--- src/rtl/alus_result_stage_if.sv ---
// Handshake and payload bundle between the ALU, the result stage and writeback.
// The result stage connects through the slave modport; the producer/consumer side uses master.
interface alus_result_stage_if #(
  parameter int unsigned N    = 24,
  parameter int unsigned RD_W = 4
);
  logic            in_valid;
  logic            in_ready;
  logic [N-1:0]    in_result;
  logic [3:0]      in_flags;
  logic [RD_W-1:0] in_rd;
  logic            in_we;
  logic            in_setflags;
  logic [3:0]      in_cond;
  logic            flush;
  logic            out_valid;
  logic            out_ready;
  logic [N-1:0]    out_result;
  logic [RD_W-1:0] out_rd;
  logic            out_we;
  logic [3:0]      flags_q;

  modport master (
    output in_valid, in_result, in_flags, in_rd, in_we, in_setflags, in_cond,
           flush, out_ready,
    input  in_ready, out_valid, out_result, out_rd, out_we, flags_q
  );

  modport slave (
    input  in_valid, in_result, in_flags, in_rd, in_we, in_setflags, in_cond,
           flush, out_ready,
    output in_ready, out_valid, out_result, out_rd, out_we, flags_q
  );
endinterface

--- src/rtl/alus_result_stage.sv ---
// ALU result stage: 2-entry skid FIFO with condition evaluation at push and
// the architectural {N,Z,C,V} flag register.
module alus_result_stage #(
  parameter int unsigned N    = 24,
  parameter int unsigned RD_W = 4
) (
  input logic                clk,
  input logic                rst,
  alus_result_stage_if.slave bus
);

  typedef enum logic [1:0] {
    EMPTY = 2'd0,
    ONE   = 2'd1,
    FULL  = 2'd2
  } state_t;

  typedef struct packed {
    logic [N-1:0]    result;
    logic [RD_W-1:0] rd;
    logic            we;
  } entry_t;

  state_t     state_q, state_d;
  entry_t     mem_q [2];
  logic       rd_ptr_q, wr_ptr_q;
  logic [3:0] flags_r;
  logic       push, pop, pass;

  // Condition code against the flag register as it stands before this edge.
  function automatic logic cond_pass(input logic [3:0] cond, input logic [3:0] f);
    logic n, z, c, v;
    n = f[3];
    z = f[2];
    c = f[1];
    v = f[0];
    case (cond)
      4'b0000: cond_pass = z;
      4'b0001: cond_pass = !z;
      4'b0010: cond_pass = c;
      4'b0011: cond_pass = !c;
      4'b0100: cond_pass = n;
      4'b0101: cond_pass = !n;
      4'b0110: cond_pass = v;
      4'b0111: cond_pass = !v;
      4'b1000: cond_pass = c && !z;
      4'b1001: cond_pass = !c || z;
      4'b1010: cond_pass = (n == v);
      4'b1011: cond_pass = (n != v);
      4'b1100: cond_pass = !z && (n == v);
      4'b1101: cond_pass = z || (n != v);
      default: cond_pass = 1'b1;
    endcase
  endfunction

  assign pass = cond_pass(bus.in_cond, flags_r);

  // in_ready depends only on occupancy and reset, never on out_ready.
  assign bus.in_ready   = (state_q != FULL) && !rst;
  assign bus.out_valid  = (state_q != EMPTY);
  assign bus.out_result = mem_q[rd_ptr_q].result;
  assign bus.out_rd     = mem_q[rd_ptr_q].rd;
  assign bus.out_we     = mem_q[rd_ptr_q].we;
  assign bus.flags_q    = flags_r;

  assign push = bus.in_valid && bus.in_ready;
  assign pop  = bus.out_valid && bus.out_ready;

  // Occupancy next-state; flush empties regardless of push/pop.
  always_comb begin
    state_d = state_q;
    if (bus.flush) begin
      state_d = EMPTY;
    end else begin
      case (state_q)
        EMPTY: if (push) state_d = ONE;
        ONE: begin
          if (push && !pop)      state_d = FULL;
          else if (!push && pop) state_d = EMPTY;
        end
        FULL:    if (pop) state_d = ONE;
        default: state_d = EMPTY;
      endcase
    end
  end

  always_ff @(posedge clk or posedge rst) begin
    if (rst) begin
      state_q  <= EMPTY;
      rd_ptr_q <= 1'b0;
      wr_ptr_q <= 1'b0;
      flags_r  <= 4'b0000;
      mem_q    <= '{default: '0};
    end else begin
      state_q <= state_d;
      if (bus.flush) begin
        rd_ptr_q <= 1'b0;
        wr_ptr_q <= 1'b0;
      end else begin
        if (push) begin
          mem_q[wr_ptr_q] <= '{result: bus.in_result, rd: bus.in_rd, we: bus.in_we && pass};
          wr_ptr_q        <= ~wr_ptr_q;
          if (bus.in_setflags && pass) flags_r <= bus.in_flags;
        end
        if (pop) rd_ptr_q <= ~rd_ptr_q;
      end
    end
  end

endmodule

--- src/flat_wrapper.sv ---
// flat-port wrapper written by rule: the top's interface ports become plain ports
module alus_result_stage_flat 
#(
  parameter int unsigned N    = 24,
  parameter int unsigned RD_W = 4
)
  (clk, rst, bus_in_valid, bus_in_result, bus_in_flags, bus_in_rd, bus_in_we, bus_in_setflags, bus_in_cond, bus_flush, bus_out_ready, bus_in_ready, bus_out_valid, bus_out_result, bus_out_rd, bus_out_we, bus_flags_q);
  alus_result_stage_if #(.N(N), .RD_W(RD_W)) bus_i ();
  input logic clk;
  input logic rst;
  input wire logic [$bits(bus_i.in_valid)-1:0] bus_in_valid;
  input wire logic [$bits(bus_i.in_result)-1:0] bus_in_result;
  input wire logic [$bits(bus_i.in_flags)-1:0] bus_in_flags;
  input wire logic [$bits(bus_i.in_rd)-1:0] bus_in_rd;
  input wire logic [$bits(bus_i.in_we)-1:0] bus_in_we;
  input wire logic [$bits(bus_i.in_setflags)-1:0] bus_in_setflags;
  input wire logic [$bits(bus_i.in_cond)-1:0] bus_in_cond;
  input wire logic [$bits(bus_i.flush)-1:0] bus_flush;
  input wire logic [$bits(bus_i.out_ready)-1:0] bus_out_ready;
  output wire logic [$bits(bus_i.in_ready)-1:0] bus_in_ready;
  output wire logic [$bits(bus_i.out_valid)-1:0] bus_out_valid;
  output wire logic [$bits(bus_i.out_result)-1:0] bus_out_result;
  output wire logic [$bits(bus_i.out_rd)-1:0] bus_out_rd;
  output wire logic [$bits(bus_i.out_we)-1:0] bus_out_we;
  output wire logic [$bits(bus_i.flags_q)-1:0] bus_flags_q;
  assign bus_i.in_valid = bus_in_valid;
  assign bus_i.in_result = bus_in_result;
  assign bus_i.in_flags = bus_in_flags;
  assign bus_i.in_rd = bus_in_rd;
  assign bus_i.in_we = bus_in_we;
  assign bus_i.in_setflags = bus_in_setflags;
  assign bus_i.in_cond = bus_in_cond;
  assign bus_i.flush = bus_flush;
  assign bus_i.out_ready = bus_out_ready;
  assign bus_in_ready = bus_i.in_ready;
  assign bus_out_valid = bus_i.out_valid;
  assign bus_out_result = bus_i.out_result;
  assign bus_out_rd = bus_i.out_rd;
  assign bus_out_we = bus_i.out_we;
  assign bus_flags_q = bus_i.flags_q;
  alus_result_stage #(.N(N), .RD_W(RD_W)) u_core (.clk(clk), .rst(rst), .bus(bus_i));
endmodule
--- config.mk ---
export PLATFORM = sky130hd
export DESIGN_NAME = alus_result_stage_flat
export DESIGN_NICKNAME = d
export VERILOG_FILES = /design/src/rtl/alus_result_stage_if.sv /design/src/rtl/alus_result_stage.sv /design/src/flat_wrapper.sv
export SDC_FILE = /design/constraint.sdc
export NUM_CORES = 1
export LEC_CHECK = 0
export ABC_AREA = 0
export CAP_MARGIN = 20
export CORE_MARGIN = 1.5
export CORE_UTILIZATION = 55
export CTS_BUF_LIST = sky130_fd_sc_hd__clkbuf_4
export CTS_CLUSTER_DIAMETER = 80
export CTS_CLUSTER_SIZE = 16
export DETAILED_ROUTE_END_ITERATION = 8
export MAX_ROUTING_LAYER = met4
export PLACE_DENSITY = 0.88
export REMOVE_ABC_BUFFERS = 1
export SETUP_SLACK_MARGIN = 0.02
export SLEW_MARGIN = 40
export SYNTH_ARGS = -nofsm -noshare
export SYNTH_HDL_FRONTEND = slang
export SYNTH_SLANG_ARGS = --single-unit
export TNS_END_PERCENT = 1
--- constraint.sdc ---
create_clock -name clk -period 4.9 [get_ports clk]
set_input_delay 0.98 -clock clk [delete_from_list [all_inputs] [get_ports clk]]
set_output_delay 0.98 -clock clk [all_outputs]
set_load 0.02 [all_outputs]
==> key figures <==
Outcome
  • Outcome: finished, final reports clean

Drt
  • TritonRoute pass-1 iters: 4
  • Wire per inst: 16.01 um
  • Antenna Nets Post-Route: 0
  • DRC: 0
  • Routed WL: 6.083 mm
  • Total number of vias: 2,066
  • Drt first-iter violations: 93
  • Avg Vias per Cell: 5.437

Logic synthesis
  • Synth Register Bits: 66
  • Top cell type's share of synthesized area: 53.53%
  • Largest cells by area after synthesis: dfrtp_1, mux2_2, mux2_4
  • Async S/R FF share, synth: 100.0%
  • Post-Synthesis Cells: 222
  • Post-synth EDFFs: 0
  • Synth warn: 0
  • Syn Area/Cell: 13.90 sq um
  • Synth cell types: 37
  • Synth cell count leaders: mux2_2, dfrtp_1, buf_2, nor2_1, inv_1
  • Sequential fraction of the synthesis area: a little over half
  • Ys flop type: dfrtp_1
  • Count leader, synth: mux2_2
  • Largest area contributor in the synthesized netlist: dfrtp_1
  • Post-Syn Area: 3085 sq um

Power
  • Flop pwr share: 42.5%
  • Psw: 515.1 uW
  • Sw Share: 28.47%
  • Gate power share: 32.0%
  • Pleak: 1.749 nW
  • Power Internal: ~1.3 mW
  • Clk pwr share: about a quarter
  • Pwr dens: 439.2 nW/um^2
  • Total power: about 1.8 mW
  • Max VDD drop: approximately 230 uV

Placement
  • Gpl congestion: between 0.8 and 0.9
  • Detailed Place HPWL: 3.964 mm
  • Placed cell count: 364
  • PortBufs: 77
  • Dpl ws: 1.698 ns

Cells and area
  • Final std cells w/o fill: 380
  • Final core occ: 75.29%
  • Inserted Diodes: 0
  • Final net count: roughly 350
  • Fraction of layout cells with a size suffix above 1: 36.36%
  • Area growth, synth to finish: 33.54%

Job
  • Maxcap violations: 0

Critical path
  • Worst Setup Start Kind: register
  • Crit path max fanout: 25
  • Data required, critical path: 3.92 ns
  • Worst setup EP type: primary output
  • Worst-path cell chain: buf_4 > mux2_2 > clkdlybuf4s50_1
  • Crit path arrival time: 2.25 ns
  • R2r setup slk: 2.65 ns
  • Crit-path slowest cell: clkdlybuf4s50_1
  • Worst Setup Path Type: register to primary output
  • Worst path max stage delay: 0.56 ns

Clock network
  • Clk_lat worst skew: around 0.4 ns
  • Root Driver: clkbuf_4
  • CTS Sinks: 66
  • Worst-path clk slew: 0.11 ns
  • Postcts setup bufs: 0
  • CTS H-tree depth: 3
  • CTS Buffer Depth: 2
  • TritonCTS Buffers: 9
  • Resized Gates After CTS: 0
  • Hold buffers post-CTS: 0
  • CTS tree: done

STA
  • Final Setup Violations: 0
  • Fmax: approximately 310 MHz
  • Final Hold Viols: 0
  • Minimum clock period: 3.227 ns
  • Slew Limit Headroom: 53.01%
  • Final worst slack: approximately 1.7 ns
  • RSZ-0062 raised after global routing: false
  • Slew Viols, Final: 0
  • Period utilization: 65.86%
  • Worst Tran Pin Value: 0.7028 ns
  • Setup_tns: 0 ns
  • Clock skew: between 0.015 and 0.02 ns

Global route
  • Antenna violations before repair: 0
  • Grt met2 use: 32.78%
  • Largest net degree at the start of global routing: 67
  • Total GRT Usage: 21.52%
  • GRT busiest layer: met2
  • Total grt overflow: 0
  • Met3 Track Usage GR: 3.647%
  • Met1 Resource Use GR: ~28%
  • Vias in the first global route: 2,077
  • Global-route wire length before repair: 9.832 mm

Floorplanning
  • Height of the die: 77.90 um
  • Die width: 77.90 um
  • Core Region: around 5500 sq um
  • Starting Density: 56.38%
  • Row count: 27
  • Boundary pin count: 78
  • Total die area: 6068 sq um

Min path
  • Min-Delay Path Class: register to register
worst max-delay path: cells and delay by family (launching register included):
family	cells	cell delay, ns
mux	1	0.38
flops	1	0.53
buf+inv	2	0.96
state kept, by name, indices dropped and copies added (netlist names):
register,flops
u_core.mem_q,58
u_core.state_q,2
u_core.wr_ptr_q,1
u_core.rd_ptr_q,1
u_core.bus.flags_q,4
per-stage QoR:
stage | cell area [sq um] | hold WS [ns]
floorplan | 3035 | 0.4484
global placement | 3931 | 0.4620
detailed placement | 3931 | 0.4670
CTS | 4116 | 0.4943
global route | 4120 | 0.5234
finish | 4120 | 0.4940
logic make-up (layout without fill, tap and decap cells):
family,Yosys count,count (layout),synth area share (%)
mux,90,90,33.25
flops,66,66,53.53
simple gates,28,28,5.272
compound gates,16,16,3.893
buf+inv,16,102,2.230
xor+xnor,5,5,1.420
fa+ha+maj,1,1,0.4055
cell type report:
type | instances | area (sq um)
clock inverters | 5 | 102.6
repair buffers | 81 | 804.5
flip-flops and latches | 66 | 1652
well taps | 72 | 90.09
fillers | 379 | 1353
multi-input cells | 140 | 1370
clock buffers | 11 | 82.58
inverters | 5 | 18.77
power groups by stage:
stage / Sequential [mW] / Combinational (mW) / Clock [mW]
2_1_floorplan: 0.771 / 0.341 / 0
3_3_place_gp: 0.770 / 0.566 / 0
3_5_place_dp: 0.780 / 0.582 / 0
4_1_cts: 0.769 / 0.585 / 0.469
5_1_grt: 0.790 / 0.618 / 0.490
6_report: 0.770 / 0.579 / 0.460
placed cells by master, fill, tap and decap left out, types with 2 or more instances in the layout:
cell type	n
mux2_4	4
clkbuf_4	11
dfrtp_1	66
o21ai_0	3
xnor2_1	3
nand2_1	4
mux2_2	84
nand3b_1	2
clkdlybuf4s50_1	77
nand3_1	2
xor2_1	2
nor2_1	6
buf_4	3
mux2i_1	2
a21oi_1	3
bufinv_16	3
nor3b_1	2
nand2b_1	3
inv_1	4
final timing paths:
check,startpoint,end,cells after the start
min in group asynchronous,rst,u_core.mem_q[1]$_DFFE_PP0P_,3
setup reg to reg,u_core.state_q[0]$_DFFE_PP0P_,u_core.mem_q[8]$_DFFE_PP0P_,6
max in group asynchronous,rst,u_core.rd_ptr_q$_DFFE_PP0P_,3
setup / recovery,u_core.rd_ptr_q$_DFFE_PP0P_,bus_out_result[10],3
hold / removal,u_core.mem_q[0]$_DFFE_PP0P_,u_core.mem_q[0]$_DFFE_PP0P_,2
hold reg to reg,u_core.mem_q[0]$_DFFE_PP0P_,u_core.mem_q[0]$_DFFE_PP0P_,2
routing by layer:
metal	part of all wire [%]	routed length, um
met2	48	2929
met5	0	0
met4	1.9	116
met3	4.2	256
met1	46	2780
No activity file was read; power rests on OpenSTA's default activity.
